<file path="src/rtl/or_gate.sv">
// Bitwise OR of two WIDTH-bit operands: combinational result plus a registered
// copy carrying a valid flag and any/all/popcount summary flags.
module or_gate #(
    parameter int WIDTH = 5,
    localparam int CW = ($clog2(WIDTH + 1) < 1) ? 1 : $clog2(WIDTH + 1)
) (
    input  logic             clk,
    input  logic             rst,
    input  logic [WIDTH-1:0] a,
    input  logic [WIDTH-1:0] b,
    output logic [WIDTH-1:0] z,
    input  logic             in_valid,
    output logic             out_valid,
    output logic [WIDTH-1:0] z_q,
    output logic             any_q,
    output logic             all_q,
    output logic [CW-1:0]    ones_q
);

    // Handshake: in_valid qualifies a/b at the rising edge; out_valid is high for
    // exactly the cycle after a qualified capture. No ready - every valid is taken.
    logic [CW-1:0] ones_d;

    assign z = a | b;

    always_comb begin
        ones_d = '0;
        for (int i = 0; i < WIDTH; i++) begin
            ones_d = ones_d + CW'(z[i]);
        end
    end

    always_ff @(posedge clk or posedge rst) begin
        if (rst) begin
            out_valid <= 1'b0;
            z_q       <= '0;
            any_q     <= 1'b0;
            all_q     <= 1'b0;
            ones_q    <= '0;
        end else begin
            out_valid <= in_valid;
            // Summary flags only refresh alongside z_q so they always describe it.
            if (in_valid) begin
                z_q    <= z;
                any_q  <= |z;
                all_q  <= &z;
                ones_q <= ones_d;
            end
        end
    end

endmodule

</file>
<file path="config.mk">
export PLATFORM = sky130hd
export DESIGN_NAME = or_gate
export DESIGN_NICKNAME = d
export VERILOG_FILES = /design/src/rtl/or_gate.sv
export SDC_FILE = /design/constraint.sdc
export NUM_CORES = 1
export LEC_CHECK = 0
export CAP_MARGIN = 20
export CORE_ASPECT_RATIO = 1.1
export CORE_MARGIN = 5
export CORE_UTILIZATION = 31
export CTS_BUF_LIST = sky130_fd_sc_hd__clkbuf_2 sky130_fd_sc_hd__clkbuf_4 sky130_fd_sc_hd__clkbuf_8
export CTS_CLUSTER_DIAMETER = 120
export DETAILED_ROUTE_END_ITERATION = 8
export GPL_ROUTABILITY_DRIVEN = 0
export PLACE_DENSITY_LB_ADDON = 0.25
export SYNTH_ARGS = -nofsm -noshare
export SYNTH_HDL_FRONTEND = slang
export SYNTH_SLANG_ARGS = --single-unit
export TNS_END_PERCENT = 20
</file>
<file path="constraint.sdc">
create_clock -name clk -period 1.2 [get_ports clk]
set_clock_uncertainty 0.2 [all_clocks]
set_input_delay 0.18 -clock clk [delete_from_list [all_inputs] [get_ports clk]]
set_output_delay 0.18 -clock clk [all_outputs]
set_load 0.005 [all_outputs]
</file>
==> reports/results.md <==
| Step | Metric | Reported |
| --- | --- | --- |
| final layout | Leading cell type in the layout, fill and taps excluded | buf_6 |
| clocking | Count of hold buffers inserted by post-cts repair | 0 |
| final layout | Filler Cells Inserted | 161 |
| final layout | Area of combinational cells with multiple inputs | 277.8 um2 |
| drt | Drt first pass iters | 2 |
| final layout | Area used by sequential logic in the layout | 275.3 um2 |
| grt | Maximum number of pins on one net before global-route repair | 12 |
| final layout | Share of final-layout standard cells stronger than drive strength 1 | 59.79% |
| logic synthesis | Top cell type by total area after synthesis | dfrtp_1 |
| setup path | Arrival @ worst endpoint | 1.69 ns |
| drt | Remaining routing DRC violations | 0 |
| logic synthesis | Combined area of all synthesized cells | 564.3 um2 |
| place | Post-detailed-placement half-perimeter wirelength | 1104 um |
| drt | Remaining antenna violation count | 0 |
| job | Count of max-cap constraint violations | 0 |
| power | Post-layout power | 1.039 mW |
| power | Leak Pwr | 0.5002 nW |
| drt | Post-DR vias/cell | 4.400 |
| setup path | Critical path peak fanout | 2 |
| outcome | Outcome | finished, violations left |
| outcome | Failing checks | setup timing |
| grt | First-pass GRT wire length | 2442 um |
| timing | Maximum clock rate | 0.5767 GHz |
| floorplan | Initial Utilization | 32.03% |
| grt | Number of antenna violations at the first check in global routing | 0 |
| drt | Iteration-0 DRC Markers | 3 |
| drt | Total number of vias | 506 |
| worst hold path | Class of the tightest hold or removal check | input pin to async pin |
| timing | Endpoints failing setup | 4 |
| final layout | Layout Utilization | 59.16% |
| logic synthesis | Net Count, Synth | 68 |
| timing | Tightest slew margin relative to the limit | 70.79% |
| drt | Routed wire length per instance | 12.65 um |
| logic synthesis | Average size of a mapped cell | 11.29 um2 |
| timing | Sum of negative setup slack | -1.438 ns |
| timing | Slew of the pin with the lowest slew margin | 0.4377 ns |
| clocking | Worst-path clk slew | 0.07 ns |
| logic synthesis | Synth top area share | 48.78% |
| place | Count of port buffers added during placement | 28 |
| logic synthesis | Number of warnings reported in the yosys synthesis log | 0 |
| setup path | Class of the most critical setup path | input pin to flip-flop |
| place | Post-placement setup slack | -1.224 ns |
| floorplan | Site row count | 16 |
| setup path | Crit. End Element | flip-flop |
| floorplan | Die boundary height | 54.75 um |
| power | Power density of the placed cells | 997.1 nW/um2 |
| floorplan | Boundary Pins | 29 |
| logic synthesis | Share of synthesized area occupied by flip-flops and latches | 48.78% |
| final layout | Most frequent cells in the layout | buf_6 (14), dfrtp_1 (11), buf_4 (11) |
| timing | Shortest clock period the worst path allows after layout | 1.734 ns |
| final layout | Antenna cell count | 0 |
| grt | Overall track demand over capacity in global routing | 11.94% |
| grt | Vias in the first global route | 570 |
| clocking | Root Buffer | clkbuf_4 |
| clocking | Maximum buffer depth of the clock tree | 2 |
| timing | Post-route clock period utilization | 144.5% |
| clocking | TritonCTS clock tree | done |
| clocking | Worst-Skew Late Latency | 0.27 ns |
| clocking | Clock sink count | 11 |
| floorplan | Placeable core area | 1762 um2 |
| timing | Number of hold violations in the final report | 0 |
| clocking | Number of buffers created by CTS | 3 |
| clocking | # H-tree levels | 1 |
| logic synthesis | Synth area leaders | dfrtp_1 (49%), mux2_4 (8.0%), fa_1 (7.1%) |
| final layout | Nets@finish | 116 |
| floorplan | Die area | 2774 um2 |
| grt | Overall overflow remaining after global route | 0 |
| drt | Total routed wirelength | 1455 um |
| logic synthesis | Number of synthesized register bits | 11 |
| power | Worst VDD drop | 558.5 uV |
| logic synthesis | Distinct cells, synth | 15 |
| timing | Least setup slack across all paths after layout | -0.5339 ns |
| final layout | Layout area overhead | 84.70% |
| timing | Number of pins with negative max-slew slack in the final report | 0 |
| setup path | Setup crit start kind | input pin |
| logic synthesis | Gate count of the mapped netlist | 50 |
| timing | Setup repair after global routing missed its margin | yes |
| floorplan | Die W | 50.68 um |
| setup path | WP data required | 1.16 ns |
-- cells in the mapped netlist --
cell type / count
o41ai_2: 1
ha_1: 3
fa_1: 2
mux2_4: 3
a41oi_1: 1
nand2b_1: 1
buf_6: 1
a21oi_1: 5
dfrtp_1: 11
nand2_1: 1
nor2_2: 1
buf_8: 1
inv_1: 8
nor4_1: 1
nor2_1: 10
-- stage by stage --
step | cells | hold slack (ns) | area, um2
floorplan | 50 | -0.1676 | 584.3
global placement | 108 | 0.2985 | 978.4
detailed placement | 108 | 0.2849 | 978.4
CTS | 114 | 0.007831 | 1046
global route | 115 | 0.04334 | 1042
finish | 115 | 0.002719 | 1042
-- routing by layer --
layer	vias to the layer above	share of wire [%]	track usage [%]
met5	-	0	0
met4	0	0.55	6.383
met3	2	5.3	2.725
met2	12	55	21.49
met1	241	40	13.00
li1	251	-	-
-- final cells by class --
| cell class | count | area share (%) |
|---|---|---|
| multi-input combinational | 29 | 26.65 |
| tap | 18 | 2.161 |
| inverter | 8 | 3.121 |
| clock buffer | 4 | 2.881 |
| sequential | 11 | 26.41 |
| timing repair buffer | 45 | 38.78 |
-- where the power goes --
part / leakage [nW] / switching [mW] / internal [mW] / total, mW
Combinational: 0.363 / 0.121 / 0.210 / 0.330
Sequential: 0.119 / 0.0214 / 0.412 / 0.433
Clock: 0.0184 / 0.124 / 0.151 / 0.276
Total: 0.500 / 0.267 / 0.773 / 1.04
-- critical path: stages --
cell,delay [ns]
buf_8,0.08
nor2_4,0.04
fa_1,0.55
inv_2,0.04
fa_2,0.34
ha_4,0.21
mux2_4,0.25
-- flip-flops by register name, indices dropped and copies added (netlist names) --
register	count
ones_q	3
any_q	1
z_q	5
all_q	1
out_valid	1
-- final timing paths --
path | slack [ns] | end | cells past startpoint | from
min in group clk | 0.07 | any_q | 3 | a[3]
min | 0.003 | ones_q[1] | 2 | rst
max | -0.53 | ones_q[1] | 7 | b[3]
min reg2reg | 0.32 | all_q | 2 | all_q
max in group asynchronous | 0.49 | z_q[1] | 2 | rst
max reg2reg | 0.12 | ones_q[1] | 2 | ones_q[1]
-- repair_timing --
item / in CTS / in global routing
gates resized for setup: 86 / 21
cloned: 0 / 0
setup buffers: 3 / 1
pin swaps: 8 / 6
endpoints found under the setup margin: 21 / 18
-- cell families after synthesis --
logic type | after synthesis | synth area share [%]
and+or+nand+nor | 14 | 10.65
adders and majority gates | 5 | 13.75
muxes | 3 | 7.982
AOI/OAI and AO/OA | 7 | 8.870
buffers and inverters | 10 | 9.977
DFF | 11 | 48.78
(Power assumes the default switching activity.)
